$ cat src/rtl/rpc2_ctrl_sync_fifo.sv
// Single-clock first-word-fall-through FIFO with level tracking, almost flags,
// flush and sticky overflow/underflow flags. o_level counts RAM plus output stage.
module rpc2_ctrl_sync_fifo #(
   parameter int FIFO_ADDR_BITS  = 3,
   parameter int FIFO_DATA_WIDTH = 16,
   parameter int SPLIT_MEM       = 0,
   parameter int AFULL_LEVEL     = 6,
   parameter int AEMPTY_LEVEL    = 2
) (
   input  logic                       clk,
   input  logic                       reset,
   input  logic                       i_flush,
   input  logic                       i_wr_en,
   input  logic [FIFO_DATA_WIDTH-1:0] i_wr_data,
   output logic                       o_full,
   output logic                       o_afull,
   input  logic                       i_rd_en,
   output logic                       o_rd_valid,
   output logic [FIFO_DATA_WIDTH-1:0] o_rd_data,
   output logic                       o_empty,
   output logic                       o_aempty,
   output logic [FIFO_ADDR_BITS:0]    o_level,
   output logic                       o_ovf,
   output logic                       o_udf,
   input  logic                       i_err_clr
);

   localparam int DEPTH = 1 << FIFO_ADDR_BITS;
   localparam logic [FIFO_ADDR_BITS:0] L_DEPTH  = {1'b1, {FIFO_ADDR_BITS{1'b0}}};
   localparam logic [FIFO_ADDR_BITS:0] L_AFULL  = AFULL_LEVEL[FIFO_ADDR_BITS:0];
   localparam logic [FIFO_ADDR_BITS:0] L_AEMPTY = AEMPTY_LEVEL[FIFO_ADDR_BITS:0];
   localparam logic [FIFO_ADDR_BITS:0] L_ONE    = {{FIFO_ADDR_BITS{1'b0}}, 1'b1};

   logic [FIFO_ADDR_BITS:0]    r_wp;
   logic [FIFO_ADDR_BITS:0]    r_rp;
   logic [FIFO_ADDR_BITS:0]    r_level;
   logic                       r_rd_valid;
   logic [FIFO_DATA_WIDTH-1:0] r_rd_data;
   logic                       r_full;
   logic                       r_afull;
   logic                       r_empty;
   logic                       r_aempty;
   logic                       r_ovf;
   logic                       r_udf;

   logic                       w_push_acc;
   logic                       w_pop_acc;
   logic                       w_ram_empty;
   logic                       w_rd_fire;
   logic                       w_mem_we;
   logic [FIFO_ADDR_BITS:0]    w_level_nxt;
   logic [FIFO_DATA_WIDTH-1:0] w_mem_rdata;
   logic [FIFO_ADDR_BITS-1:0]  w_wr_addr;
   logic [FIFO_ADDR_BITS-1:0]  w_rd_addr;

   // Push accepted when i_wr_en && !full; pop accepted when i_rd_en && o_rd_valid.
   assign w_push_acc  = i_wr_en && !r_full;
   assign w_pop_acc   = i_rd_en && r_rd_valid;
   assign w_ram_empty = (r_wp == r_rp);
   // RAM emptiness is taken at the start of the cycle, so a read never hits
   // the address being written in the same cycle.
   assign w_rd_fire   = (!r_rd_valid || w_pop_acc) && !w_ram_empty;
   assign w_mem_we    = w_push_acc && !i_flush && !reset;
   assign w_wr_addr   = r_wp[FIFO_ADDR_BITS-1:0];
   assign w_rd_addr   = r_rp[FIFO_ADDR_BITS-1:0];

   always_comb begin
      w_level_nxt = r_level;
      if (w_push_acc && !w_pop_acc)
         w_level_nxt = r_level + L_ONE;
      else if (w_pop_acc && !w_push_acc)
         w_level_nxt = r_level - L_ONE;
   end

   generate
      if (SPLIT_MEM == 0) begin : g_mem_single
         logic [FIFO_DATA_WIDTH-1:0] r_mem [DEPTH];
         always_ff @(posedge clk) begin
            if (w_mem_we)
               r_mem[w_wr_addr] <= i_wr_data;
         end
         assign w_mem_rdata = r_mem[w_rd_addr];
      end else begin : g_mem_split
         localparam int HALF = FIFO_DATA_WIDTH / 2;
         logic [HALF-1:0] r_mem_lo [DEPTH];
         logic [HALF-1:0] r_mem_hi [DEPTH];
         always_ff @(posedge clk) begin
            if (w_mem_we) begin
               r_mem_lo[w_wr_addr] <= i_wr_data[HALF-1:0];
               r_mem_hi[w_wr_addr] <= i_wr_data[FIFO_DATA_WIDTH-1:HALF];
            end
         end
         assign w_mem_rdata = {r_mem_hi[w_rd_addr], r_mem_lo[w_rd_addr]};
      end
   endgenerate

   always_ff @(posedge clk) begin
      if (reset) begin
         r_wp       <= '0;
         r_rp       <= '0;
         r_level    <= '0;
         r_rd_valid <= 1'b0;
         r_rd_data  <= '0;
         r_full     <= 1'b0;
         r_afull    <= (AFULL_LEVEL == 0);
         r_empty    <= 1'b1;
         r_aempty   <= 1'b1;
         r_ovf      <= 1'b0;
         r_udf      <= 1'b0;
      end else if (i_flush) begin
         // Contents are dropped but the error history is kept.
         r_wp       <= '0;
         r_rp       <= '0;
         r_level    <= '0;
         r_rd_valid <= 1'b0;
         r_full     <= 1'b0;
         r_afull    <= (AFULL_LEVEL == 0);
         r_empty    <= 1'b1;
         r_aempty   <= 1'b1;
      end else begin
         if (w_push_acc)
            r_wp <= r_wp + L_ONE;
         if (w_rd_fire) begin
            r_rp       <= r_rp + L_ONE;
            r_rd_data  <= w_mem_rdata;
            r_rd_valid <= 1'b1;
         end else if (w_pop_acc) begin
            r_rd_valid <= 1'b0;
         end
         r_level  <= w_level_nxt;
         r_full   <= (w_level_nxt == L_DEPTH);
         r_afull  <= (w_level_nxt >= L_AFULL);
         r_empty  <= (w_level_nxt == '0);
         r_aempty <= (w_level_nxt <= L_AEMPTY);
         r_ovf    <= (i_wr_en && r_full) || (r_ovf && !i_err_clr);
         r_udf    <= (i_rd_en && !r_rd_valid) || (r_udf && !i_err_clr);
      end
   end

   assign o_full     = r_full;
   assign o_afull    = r_afull;
   assign o_rd_valid = r_rd_valid;
   assign o_rd_data  = r_rd_data;
   assign o_empty    = r_empty;
   assign o_aempty   = r_aempty;
   assign o_level    = r_level;
   assign o_ovf      = r_ovf;
   assign o_udf      = r_udf;

endmodule

$ cat config.mk
export PLATFORM = sky130hd
export DESIGN_NAME = rpc2_ctrl_sync_fifo
export DESIGN_NICKNAME = d
export VERILOG_FILES = /design/src/rtl/rpc2_ctrl_sync_fifo.sv
export SDC_FILE = /design/constraint.sdc
export NUM_CORES = 1
export LEC_CHECK = 0
export ABC_AREA = 1
export CAP_MARGIN = 10
export CELL_PAD_IN_SITES_DETAIL_PLACEMENT = 1
export CELL_PAD_IN_SITES_GLOBAL_PLACEMENT = 2
export CORE_ASPECT_RATIO = 0.9
export CORE_MARGIN = 2
export CORE_UTILIZATION = 37
export CTS_BUF_LIST = sky130_fd_sc_hd__clkbuf_4 sky130_fd_sc_hd__clkbuf_8 sky130_fd_sc_hd__clkbuf_16
export DETAILED_ROUTE_END_ITERATION = 12
export GPL_ROUTABILITY_DRIVEN = 1
export PLACE_DENSITY = 0.8
export SKIP_CTS_REPAIR_TIMING = 1
export SLEW_MARGIN = 25
export SYNTH_ARGS = -nofsm -noshare
export SYNTH_HDL_FRONTEND = slang
export SYNTH_SLANG_ARGS = --single-unit
$ cat constraint.sdc
create_clock -name clk -period 4.21 [get_ports clk]
set_clock_uncertainty 0.2 [all_clocks]
set_input_delay 0.421 -clock clk [delete_from_list [all_inputs] [get_ports clk]]
set_output_delay 0.421 -clock clk [all_outputs]
set_load 0.03 [all_outputs]
==> metrics.yaml, run 1 <==
critical_path:
  max_stage_delay_ns: 0.58
  worst-path-buf-inv: 2
  crit_slowest_cell: "inv_2"
  critPathKind: "reg -> reg"
  endpoint_kind: "flip-flop"
  cp.required_ns: 4.38
  critPathMaxFanout: 43
  worstPathCellList: "inv_2 > buf_4 > nand2_1 > nand2_1 > nand2_1 > o21ai_1 > nand2_1 > nand2_1 > nor2_1 > nor2_1"
  crit_path_start_kind: "flip-flop"
  cp.arrival_ns: 2.51
  cp_top_family: "buffers and inverters"
  crit_top_cell: "nand2_1"
logic_synthesis:
  synth_seq_cells: 163
  postSynthCellCount: 716
  synth_compound_area_frac: 0.03312
  synth_common_cells: "nand2_1 (338), edfxtp_1 (128), nor2_1 (61), inv_1 (37), dfxtp_1 (35)"
  yosys_warnings: 0
  seq_area_frac_synth: 0.6610
  synth_top_area_cell: "edfxtp_1"
  async_reset_ff_frac: 0
  synthesis.area_sq_mm: 0.006875
  syn-num-nets: 742
  synth-simple-area-share: 0.2419
  synthAdderAreaFrac: 0.007279
  synth.top_cell.area_share: 0.5591
  synth_mux_area_frac: 0
  yosys.cell_types.count: 27
  synthFlopType: "edfxtp_1"
  yosysMostFrequentCell: "nand2_1"
  synth_top_family_by_area: "simple AND/OR/NAND/NOR gates"
  synth_area_per_cell_sq_um: 9.602
  synthXorXnorAreaFrac: 0.003822
  synth_area_leaders: "edfxtp_1 (56%), nand2_1 (18%), dfxtp_1 (10%), nor2_1 (3.3%), inv_1 (2.0%)"
  synth-edff-count: 128
timing:
  slew_headroom: 0.4723
  tightest_slew_ns: 0.7904
  fin_ws_ns: 1.863
  period_share: 0.5575
  whs_ns: 0.2715
  rsz0062_at_grt: "false"
  hold_violations: 0
  post-route-min-period_ns: 2.347
  tns_ns: 0
  final-setup-viol-count: 0
  max_freq_mhz: 426.1
  slew_violations: 0
clock_network:
  cts_root_buffer: "clkbuf_16"
  tritoncts: "yes"
  clkTransAtPathRegs_ns: 0.06
  clk_path_buf_depth: 2
  clock_sinks: 163
  clk-insertion-delay-late_ns: 0.43
  htreeDepth: 4
  cts_buffers: 17
pwr:
  power_frac_comb: 0.078
  p_int_mw: 2.787
  power_density_mw_per_mm2: 442.3
  seq_power_share: 0.490
  power_switching_uw: 834.1
  p_clk_frac: 0.433
  switching_share: 0.2304
  ir_worst_vdd_v: 0.0002715
  p_leak_nw: 3.310
drt:
  ant_nets: 0
  drt-total-wl_um: 17240
  remaining_drc_errors: 0
  viasPerCell: 4.691
  vias: 4799
  wl_per_cell_um: 16.85
  first_pass_iters: 4
  drt-initial-drc-count: 319
layout:
  fin_nets: 791
  n_antenna_cell: 0
  fin_util: 0.4476
  drive_gt1_frac: 0.07712
  area_growth_pct: 19.07
  fillCellCount: 2062
worst_hold_path:
  hold_class: "reg -> reg"
die:
  core_sq_mm: 0.01829
  num_io_pins: 49
  rows: 47
  die_h_um: 133.3
  start_util: 0.3759
  dieArea_sq_mm: 0.01969
  dieWidth_um: 147.7
job:
  maxCapViolCount: 0
placement:
  dp.final_hpwl_um: 11610
  port-buffer-count: 48
  pre_cts_ws_ns: 1.540
  gp_congestion: 0.7342
status:
  status: "complete, no violations"
grt:
  grt_usage: 0.1839
  grt_pass1_vias: 4773
  grt_overflow: 0
  grt_start_max_net_pins: 68
  grt_pass1_wl_um: 27130
  antenna_found_initial: 0
## sequential cells by signal (all words and copies together), names as in the netlist, 4 cells and up
register            cells
r_wp                    4
o_rd_data              16
g_mem_single.r_mem    128
r_rp                    4
o_level                 4
## metal layers
metal,share of wire,GRT usage,up-vias
met2,0.43,0.2548,90
met5,0,0,-
li1,-,-,2400
met1,0.53,0.2869,2298
met3,0.042,0.04521,11
met4,0.0063,0.04701,0
## power groups by stage
| stage | registers, mW | logic [mW] | clock network, mW |
|---|---|---|---|
| 2_1_floorplan | 1.84 | 0.137 | 0 |
| 3_3_place_gp | 1.81 | 0.275 | 0 |
| 3_5_place_dp | 1.81 | 0.284 | 0 |
| 4_1_cts | 1.77 | 0.285 | 1.61 |
| 5_1_grt | 1.78 | 0.314 | 1.68 |
| 6_report | 1.77 | 0.282 | 1.57 |
## worst register-to-register path, stage by stage (launching register included)
cell and delay, ns:
dfxtp_2 0.35, inv_2 0.58, buf_4 0.44, nand2_1 0.09
nand2_1 0.07, nand2_1 0.07, o21ai_1 0.19, nand2_1 0.09
nand2_1 0.07, nor2_1 0.04, nor2_1 0.10
## worst paths after layout
| check | startpoint | endpoint | slack, ns | cells past startpoint |
|---|---|---|---|---|
| worst max-delay path | r_rp[0] | o_rd_data[7] | 1.86 | 10 |
| worst max register to register | r_rp[0] | o_rd_data[7] | 1.86 | 10 |
| worst min-delay path | o_udf | o_udf | 0.27 | 2 |
| worst min register to register | o_udf | o_udf | 0.27 | 2 |
## cell type report
type	instances	area, sq um	area share
inverter	43	163.9	0.02002
sequential	163	4546	0.5553
tap	245	306.5	0.03744
multi-input combinational	479	1998	0.2441
clock inverter	14	161.4	0.01972
timing repair buffer	61	578.1	0.07061
clock buffer	18	432.9	0.05288
## kinds of logic after synthesis
logic type / Yosys count
AOI/OAI and AO/OA: 45
and+or+nand+nor: 427
xor gates and xnor gates: 3
buffers and inverters: 74
adders and majority gates: 4
DFF: 163
## metrics by stage
| step | cell area (sq um) | cells | total power, mW |
|---|---|---|---|
| final | 8187 | 1023 | 3.621 |
| after detailed placement | 7592 | 991 | 2.092 |
| after CTS | 8187 | 1023 | 3.665 |
| after global routing | 8187 | 1023 | 3.765 |
| after global placement | 7592 | 991 | 2.082 |
| after floorplan | 6875 | 716 | 1.976 |
## placed cells by master, fill, tap and decap left out, drive strengths merged
master,instances
xor2,3
inv,43
nand2,339
nand3,16
clkdlybuf4s50,48
nor2,63
o31ai,1
nand4,1
o21ai,36
dfxtp,35
clkbuf,18
nor3,6
a21oi,8
ha,4
edfxtp,128
or2,1
clkinv,8
buf,13
bufinv,3
clkinvlp,3
nor4,1
Note: power is estimated with default switching activity, not from simulation.
==> run 2, diff against run 1 <==
==> constraint.sdc (replaced) <==
create_clock -name clk -period 2.4 [get_ports clk]
set_clock_uncertainty 0.2 [all_clocks]
set_input_delay 0.24 -clock clk [delete_from_list [all_inputs] [get_ports clk]]
set_output_delay 0.24 -clock clk [all_outputs]
set_load 0.03 [all_outputs]
==> run 2 against run 1 <==
Net effect:
- sequential share of layout area decreased by 1.1 points
- combinational power increased by 79%
- critical path depth decreased by 9
- largest cell class unchanged
- global-route usage about the same
- routed wire length decreased by 1.4%
- first-iteration DRC count decreased by 11%
- utilization increased by 0.89 points
- cell count increased by 0.49%
- critical path type is now reg -> out
- die area unchanged
- clock power increased by 76%
- non-clock buffer count increased by 5
==> metrics.yaml, run 2 (synthesized netlist as in run 1, its figures left out) <==
clock_network:
  clkTransAtPathRegs_ns: 0.06  # about the same
  cts_root_buffer: "clkbuf_16"
  cts_buffers: 17  # unchanged
  clock_sinks: 163  # unchanged
  htreeDepth: 4  # unchanged
  tritoncts: "yes"
  clk-insertion-delay-late_ns: 0.42  # about the same
  clk_path_buf_depth: 2  # unchanged
drt:
  viasPerCell: 4.752  # +1.3%
  ant_nets: 0  # unchanged
  drt-total-wl_um: 17000  # -1.4%
  wl_per_cell_um: 16.54  # -1.9%
  vias: 4885  # +1.8%
  first_pass_iters: 4  # unchanged
  drt-initial-drc-count: 285  # -11%
  remaining_drc_errors: 0  # unchanged
timing:
  fin_ws_ns: 0.3779  # -1.485 ns
  max_freq_mhz: 494.5
  post-route-min-period_ns: 2.022
  slew_headroom: 0.7072  # +0.2350
  hold_violations: 0  # unchanged
  tns_ns: 0  # unchanged
  period_share: 0.8426
  final-setup-viol-count: 0  # unchanged
  slew_violations: 0  # unchanged
  rsz0062_at_grt: "false"
  tightest_slew_ns: 0.4391  # -0.3513 ns
job:
  maxCapViolCount: 0  # unchanged
die:
  rows: 47  # unchanged
  die_h_um: 133.3  # unchanged
  core_sq_mm: 0.01829  # unchanged
  start_util: 0.3759  # unchanged
  dieArea_sq_mm: 0.01969  # unchanged
  num_io_pins: 49  # unchanged
  dieWidth_um: 147.7  # unchanged
layout:
  fillCellCount: 2038  # -1.2%
  seq_area_sq_mm: 0.004546  # unchanged
  area_growth_pct: 21.44
  multi_input_area_sq_mm: 0.002007  # +0.44%
  drive_gt1_frac: 0.08429  # +0.007170
  top_register: "g_mem_single.r_mem"
  largest_register_ffs: 128  # unchanged
  postLayoutCellArea_sq_mm: 0.008349  # +2.0%
  n_antenna_cell: 0  # unchanged
  most-common-layout-cells: "nand2_1 (338), edfxtp_1 (128), nor2_1 (61)"
  fin_nets: 796  # +0.63%
  layout_commonest_cell: "nand2_1"
grt:
  grt_start_max_net_pins: 69  # +1.5%
  antenna_found_initial: 0  # unchanged
  grt_overflow: 0  # unchanged
  busiest_layer: "met2"
  grt_pass1_wl_um: 27210  # +0.31%
  grt_pass1_vias: 4942  # +3.5%
  grtUsageMet1: 0.2650  # -0.02188
  grt_usage: 0.1835  # -0.0003919
  use_met2: 0.2788  # +0.02403
  grt.met3_usage: 0.04281  # -0.002397
critical_path:
  critPathMaxFanout: 6  # -86%
  crit_slowest_cell: "clkdlybuf4s50_1"
  cp.required_ns: 1.96  # -2.42 ns
  cp.depth: 1  # -9
  worst-path-buf-inv: 1  # -1
  cp_top_family: "buffers and inverters"
  crit_path_start_kind: "flip-flop"
  worstPathCellList: "clkdlybuf4s50_1"
  max_stage_delay_ns: 0.72  # +0.14 ns
  cp.arrival_ns: 1.58  # -0.93 ns
  critPathKind: "reg -> out"
  endpoint_kind: "output port"
  reg2regPathDepth: 8  # -2
pwr:
  p_leak_nw: 3.367  # +1.7%
  power_density_mw_per_mm2: 763.8  # +73%
  ir_worst_vdd_v: 0.0005003  # +84%
placement:
  dp.final_hpwl_um: 11060  # -4.7%
  pre_cts_ws_ns: 0.1756  # -1.364 ns
  dpl_cell_area_sq_mm: 0.007751  # +2.1%
  gp_congestion: 0.7683  # +4.6%
  port-buffer-count: 48  # unchanged
worst_hold_path:
  hold_class: "in -> reg"
  hold_path_depth: 3  # +1
status:
  status: "complete, no violations"
==> run 2: metal layers <==
| layer | wire, um | part of all wire | up-vias |
|---|---|---|---|
| met5 | 0 | 0 | - |
| met4 | 125 | 0.0074 | 0 |
| met3 | 820 | 0.048 | 11 |
| met2 | 7593 | 0.45 | 94 |
| met1 | 8462 | 0.50 | 2373 |
| li1 | - | - | 2407 |
==> run 2: worst reg2reg max path, stage by stage, from the launching register on <==
cell and delay (ns):
dfxtp_2 0.36, buf_12 0.29, nand2_1 0.12, nand2_1 0.10, nor2_2 0.05, nand2_4 0.10
nand3_4 0.28, nor2_1 0.24, nor2_1 0.06
==> run 2: area by class of cell <==
cell class	instances	share of cell area
flip-flops and latches	163	0.5444
multi-input cells	479	0.2404
repair buffers	66	0.08722
clock buffers	19	0.05275
well taps	245	0.03672
inverters	43	0.01963
clock inverters	13	0.01888
==> run 2: stage by stage <==
step	utilization	hold WS (ns)	power, mW	instances
floorplan	-	0.1091	3.468	716
global route	0.4565	0.2485	6.624	1028
finish	0.4565	0.2350	6.377	1028
global placement	0.4238	0.2486	3.662	996
detailed placement	0.4238	0.2726	3.679	996
CTS	0.4565	0.2170	6.445	1028
==> run 2: worst paths after layout <==
path                                  from            to  slack [ns]
worst max-delay path            o_level[1]    o_level[1]        0.38
worst min-delay path               i_wr_en         o_ovf        0.24
worst max register to register     r_rp[0]  o_rd_data[4]        0.49
worst min register to register       o_udf         o_udf        0.28
==> run 2: power breakdown <==
group / leakage [nW] / switching [mW] / internal [mW]
Combinational: 1.64 / 0.329 / 0.175
Clock: 0.288 / 1.11 / 1.66
Sequential: 1.44 / 0.0226 / 3.09
